$ cat config.mk
export PLATFORM = sky130hd
export DESIGN_NAME = bit_unstuff
export DESIGN_NICKNAME = d
export VERILOG_FILES = /design/src/rtl/bit_unstuff.sv
export SDC_FILE = /design/constraint.sdc
export NUM_CORES = 1
export LEC_CHECK = 0
export ABC_AREA = 1
export CAP_MARGIN = 25
export CELL_PAD_IN_SITES_DETAIL_PLACEMENT = 1
export CELL_PAD_IN_SITES_GLOBAL_PLACEMENT = 2
export CORE_AREA = 2 2 52 54
export DETAILED_ROUTE_END_ITERATION = 6
export DIE_AREA = 0 0 54 56
export DONT_BUFFER_PORTS = 1
export HOLD_SLACK_MARGIN = 0.1
export PLACE_DENSITY_LB_ADDON = 0.12
export SYNTH_ARGS = -nofsm -noshare
export SYNTH_HDL_FRONTEND = slang
export SYNTH_SLANG_ARGS = --single-unit
export TNS_END_PERCENT = 5
$ cat constraint.sdc
create_clock -name clk -period 1.8 [get_ports clk]
set_clock_uncertainty 0.05 [all_clocks]
set_input_delay 0.27 -clock clk [delete_from_list [all_inputs] [get_ports clk]]
set_output_delay 0.27 -clock clk [all_outputs]
set_load 0.1 [all_outputs]
$ cat src/rtl/bit_unstuff.sv
// Serial bit destuffer: drops the 0 inserted after every RUN_LEN consecutive 1s,
// flags a 1 in that position as a stuffing violation, and counts removed bits.
module bit_unstuff #(
    parameter int unsigned RUN_LEN = 6,
    parameter int unsigned DROP_W  = 8
) (
    input  logic              clk,
    input  logic              rst_L,
    input  logic              inb,
    input  logic              in_valid,
    input  logic              clr,
    output logic              outb,
    output logic              out_valid,
    output logic              stuff_err,
    output logic              err_sticky,
    output logic [DROP_W-1:0] drop_cnt
);

    localparam int unsigned CntW = $clog2(RUN_LEN + 1);
    localparam logic [CntW-1:0] RunMax = CntW'(RUN_LEN);

    logic [CntW-1:0]   ones_q, ones_d;
    logic              outb_d;
    logic              out_valid_d;
    logic              stuff_err_d;
    logic              err_sticky_d;
    logic [DROP_W-1:0] drop_cnt_d;

    always_comb begin
        ones_d       = ones_q;
        outb_d       = outb;
        out_valid_d  = 1'b0;
        stuff_err_d  = 1'b0;
        err_sticky_d = err_sticky;
        drop_cnt_d   = drop_cnt;

        if (clr) begin
            // Packet boundary wins over any bit presented in the same cycle.
            ones_d       = '0;
            err_sticky_d = 1'b0;
            drop_cnt_d   = '0;
        end else if (in_valid) begin
            if (ones_q == RunMax) begin
                // This slot must hold the stuffed 0; it is never forwarded.
                ones_d = '0;
                if (inb) begin
                    stuff_err_d  = 1'b1;
                    err_sticky_d = 1'b1;
                end else if (drop_cnt != {DROP_W{1'b1}}) begin
                    drop_cnt_d = drop_cnt + 1'b1;
                end
            end else begin
                out_valid_d = 1'b1;
                outb_d      = inb;
                ones_d      = inb ? ones_q + 1'b1 : '0;
            end
        end
    end

    always_ff @(posedge clk or negedge rst_L) begin
        if (!rst_L) begin
            ones_q     <= '0;
            outb       <= 1'b0;
            out_valid  <= 1'b0;
            stuff_err  <= 1'b0;
            err_sticky <= 1'b0;
            drop_cnt   <= '0;
        end else begin
            ones_q     <= ones_d;
            outb       <= outb_d;
            out_valid  <= out_valid_d;
            stuff_err  <= stuff_err_d;
            err_sticky <= err_sticky_d;
            drop_cnt   <= drop_cnt_d;
        end
    end

endmodule

## Word-level counts from Yosys, hierarchy flattened

Cells that the tools add are included.

- Input port bits: 5
- Bits in registers: 15
- Output and inout port bits: 12
- Word-level logic and storage cells: 40

- Multiplexer cells: 20
- Bitwise logic cells: 2
- Add/subtract/negate cells: 2
- Reduce and logical (&&, ||, !) cells: 7
- Eq/ne operators: 3

Operators by type and width:

| cell | count |
|---|---|
| two-way mux 8 bit | 5 |
| two-way mux 3 bit | 4 |
| two-way mux 1 bit | 11 |
| adder 8 x 1 -> 8 bit (second input constant) | 1 |
| inequality test 8 bit (second input constant) | 1 |
| nonzero test 2 bit | 4 |
| AND reduction 3 bit | 2 |
| AND reduction 4 bit | 1 |
| adder 3 x 1 -> 3 bit (second input constant) | 1 |
| == test 3 bit (second input constant) | 1 |
| inequality test 2 x 1 -> 1 bit (second input constant) | 1 |
| inverter 1 bit | 2 |

## Depth between registers and ports, before layout

- Depth in word-level cells: 6
- Mapped depth: 8
- Mapped depth without buffers: 7

## Least setup slack after synthesis

No wires, ideal clock.

- Kind: register -> register
- From: reg drop_cnt[0]
- To: reg drop_cnt[0]
- Arrival: 1963 ps
- Setup slack: -300 ps
- Data required time: 1663 ps
- Period minus slack after synthesis: 2100 ps
- Setup time: 87 ps
- Path buffers: 1
- Stages on the path, launching flop included: 9
- Cells stage by stage: dfrtp_1 > ha_1 > nand2_2 > nor2_4 > nand3_1 > nand2_2 > buf_6 > nand2_1 > o21ai_1

- Cells in the longest elaborated chain, start to end: 6
- Elaborated cells on any way between the ends: 9
- Those cells by class: add/sub: 1; eq/ne: 1; mux: 5; reduce/logical: 2

RTL lines:

| item | RTL line | text |
|---|---|---|
| from (decl) | 16 | `output logic [DROP_W-1:0] drop_cnt` |
| from (signal assigned) | 74 | `drop_cnt <= drop_cnt_d;` |
| adder 8 x 1 -> 8 bit | 50 | `drop_cnt_d = drop_cnt + 1'b1;` |
| two-way mux 8 bit | 49 | `end else if (drop_cnt != {DROP_W{1'b1}}) begin` |
| two-way mux 8 bit | 46 | `if (inb) begin` |
| two-way mux 8 bit | 43 | `if (ones_q == RunMax) begin` |
| two-way mux 8 bit | 42 | `end else if (in_valid) begin` |
| two-way mux 8 bit | 37 | `if (clr) begin` |

Parallel ways exist; a longest one is shown, timed or not. The select of a mux whose other input is x is not followed.
A chain may end at the register's enable or synchronous reset.

## Worst setup path in the final report

- From: reg ones_q[0]
- To: reg out_valid

- Cells in the longest elaborated chain, start to end: 4

RTL lines:

| item | RTL line | text |
|---|---|---|
| from (decl) | 22 | `logic [CntW-1:0] ones_q, ones_d;` |
| from (signal assigned) | 69 | `ones_q <= ones_d;` |
| == test 3 bit | 43 |  |
| two-way mux 1 bit | 43 |  |
| two-way mux 1 bit | 42 |  |
| two-way mux 1 bit | 37 |  |
| net out_valid_d | 24 | `logic out_valid_d;` |
| to (signal assigned) | 71 | `out_valid <= out_valid_d;` |
| to (decl) | 13 | `output logic out_valid,` |

The timed path passes the listed nets, and every way through them passes these cells.

==> results.cfg <==
[place]
dp.final_hpwl_um = 1490
routabilityCongestion = 0.683
port-buffer-count = 0

[power]
share_comb_of_total_power = 0.237
power_after_layout_w = 0.000721
irDropWorstVdd_mv = 0.416
power-per-cell-area_mw_per_mm2 = 727
p_int_w = 0.000470
p_clk_frac = 0.261
total_leakage_power_nw = 0.481
power_switching_w = 0.000250
power_frac_seq = 0.501
switching_share_of_total_power = 0.347

[timing]
fmaxAchievable_mhz = 608
tightestPinTransition_ps = 695
timing.final.max_slew_violations = 0
period_share = 0.914
maxSlewHeadroom = 0.535
hold_viol = 0
setup_viol_count_final = 0
final.setup.tns_ps = 0
final_period_minus_worst_setup_slack_ps = 1640
grt_setup_unrepaired = no

[routing]
number_of_drc_violations_after_detailed_routing = 0
wire_length_the_detailed_router_placed_on_met1_um = 797
post_drt_wl_per_cell_um = 12.4
met3WireLength_um = 79
detail_route.vias_per_cell = 4.68
finalWirelength_um = 1860
drtIter0Drc = 7
topRoutingLayerUsed = met4
drtAntennaViolNets = 0
vias = 702
met2_wirelength_um = 973
drt-pass1-iter-count = 4

[grt]
grt_first_pass_wirelength_um = 3190
grt_max_degree = 16
grt_pass1_vias = 718
total_grt_usage = 0.143
gr-total-overflow = 0
grt_antenna_before_repair = 0

[setup_path]
start_kind = flop
timing.critical_path.max_delay_family = buffers and inverters
timing.critical_path.required_ps = 1970
critPathBufInv = 3
data_arrival_time_at_the_worst_slack_endpoint_ps = 1820
timing.critical_path.to_type = flop
cp_max_fo = 4
worst_path_most_repeated_cell = sky130_fd_sc_hd__inv_1
cp_slowest_cell = sky130_fd_sc_hd__dlygate4sd3_1
critical_path_class = reg -> reg
cpPeakStageDelay_ps = 570
crit_path_cell_trace = inv_1 > ha_1 > nand2_1 > inv_1 > nor3_2 > dlygate4sd3_1

[min_path]
kind_of_path_behind_the_tightest_hold_check = in -> reg

[die]
core_mm2 = 0.00243
die_boundary_width_um = 54
initial_core_util = 0.328
placement_rows = 18
die_area_mm2 = 0.00302
num_io_pins = 17
floorplan.die.height_um = 56

[clock_network]
path_clk_slew_ps = 90
cts_num_sinks = 15
clock_insertion_delay_worst_skew_ps = 280
cts_max_path_buffers = 2
number_of_buffers_created_by_cts = 3
h_tree_lvls = 1
clock-root-buffer = sky130_fd_sc_hd__clkbuf_4
tritoncts = built

[synthesis]
mappedNetlistNets = 109
synth_sequential_area_ratio = 0.470
syn-instance-count = 101
synth_async_sr_flop_share = 1.00
ys_top_cells_by_count = sky130_fd_sc_hd__nand2_1 (30), sky130_fd_sc_hd__dfrtp_1 (15), sky130_fd_sc_hd__inv_1 (11)
yosys.area.top_type = sky130_fd_sc_hd__dfrtp_1
yosys.cell_count.top_type = sky130_fd_sc_hd__nand2_1
synth.yosys.warnings = 0
postSynthRegisterBits = 15
synth-edff-count = 0
ys_top_cells_by_area = sky130_fd_sc_hd__dfrtp_1 (47%), sky130_fd_sc_hd__nand2_1 (14%), sky130_fd_sc_hd__nand3_1 (6.3%)
post_synth_num_cell_types = 16
synth_area_per_cell_um2 = 7.90
synthesis.area_um2 = 798
ys.flop_type = sky130_fd_sc_hd__dfrtp_1
synth_top_area_share = 0.470

[cells_and_area]
antenna-diode-count = 0
ff_latch_area_um2 = 380
multi_input_comb_area_um2 = 368
final_nets = 129
layout_cell_share_with_drive_strength_beyond_1 = 0.217
area_delta_synth_final_pct = 24.3
fill_cell_instance_count_of_the_final_layout = 304

[job]
maxCapViolCount = 0

[status]
outcome = finished clean
-- state kept, by name, summed over array words and instances, names as in the netlist --
register,count
err_sticky,1
drop_cnt,8
out_valid,1
ones_q,3
outb,1
stuff_err,1
-- cell families (layout without fill, tap and decap cells) --
kind of cell | count (synthesis) | after routing | synth area share
XOR/XNOR | 2 | 2 | 0.0219
AO/OA/AOI/OAI | 16 | 16 | 0.113
flip-flops | 15 | 15 | 0.470
buffers and inverters | 14 | 33 | 0.0752
adder cells (fa/ha/maj) | 3 | 3 | 0.0470
AND/OR/NAND/NOR | 51 | 51 | 0.273
-- worst register-to-register path: stages, from the launching register on --
cell and delay, ps:
sky130_fd_sc_hd__dfrtp_1 400, sky130_fd_sc_hd__inv_1 60, sky130_fd_sc_hd__ha_1 210, sky130_fd_sc_hd__nand2_1 90
sky130_fd_sc_hd__inv_1 60, sky130_fd_sc_hd__nor3_2 150, sky130_fd_sc_hd__dlygate4sd3_1 570
-- cell usage in the layout (no fill, tap or decap), drive strengths merged --
cell,count
a21oi,1
buf,12
clkbuf,3
clkinv,1
dfrtp,15
dlygate4sd3,4
ha,3
inv,13
nand2,32
nand3,10
nor2,8
nor3,1
o21ai,11
o21bai,4
xor2,2
-- timing repair --
| item | in CTS | in global routing |
|---|---|---|
| endpoints found under the setup margin | 0 | 1 |
| buffers inserted | 0 | 0 |
| endpoints found under the hold margin | 18 | 0 |
| resized for setup | 0 | 1 |
| hold buffers | 4 | 0 |
-- power groups by stage --
stage          clock network, W  registers (W)  logic [W]
2_1_floorplan                 0       0.000460  0.0000357
3_3_place_gp                  0       0.000368   0.000158
3_5_place_dp                  0       0.000368   0.000159
4_1_cts                0.000202       0.000362   0.000173
5_1_grt                0.000217       0.000364   0.000185
6_report               0.000188       0.000361   0.000171
-- worst paths after layout --
| check | slack [ps] | depth (start not counted) | endpoint | start |
|---|---|---|---|---|
| setup / recovery | 160 | 6 | out_valid$_DFF_PN0_ | ones_q[0]$_DFFE_PN0P_ |
| hold / removal | 110 | 2 | outb$_DFFE_PN0P_ | inb |
| setup reg to reg | 160 | 6 | out_valid$_DFF_PN0_ | ones_q[0]$_DFFE_PN0P_ |
| hold reg to reg | 450 | 2 | err_sticky$_DFFE_PN0P_ | err_sticky$_DFFE_PN0P_ |
| max in group asynchronous | 800 | 1 | drop_cnt[0]$_DFFE_PN0P_ | rst_L |
| min in group asynchronous | 420 | 1 | drop_cnt[7]$_DFFE_PN0P_ | rst_L |
-- per-layer routing --
metal	track usage	up-vias
met5	0	-
met4	0.0429	0
met3	0.0457	2
met2	0.244	11
met1	0.164	331
li1	-	358
-- cell type report --
class,instances,share of cell area
Clock buffer,3,0.0227
Clock inverter,1,0.00504
Inverter,13,0.0492
Multi-Input combinational cell,72,0.371
Sequential cell,15,0.383
Tap cell,30,0.0378
Timing Repair Buffer,16,0.131
-- through the flow --
stage	hold slack (ps)	instances	setup slack, ps	util	cell area, µm²
after CTS	110	150	61.6	0.406	987
after floorplan	-75.6	101	6.33	-	803
final	113	150	155	0.408	992
after detailed placement	-75.1	142	304	0.378	920
after global placement	-75.2	142	348	0.378	920
after global routing	142	150	30.6	0.408	992
Power figures use the tool's default switching activity.
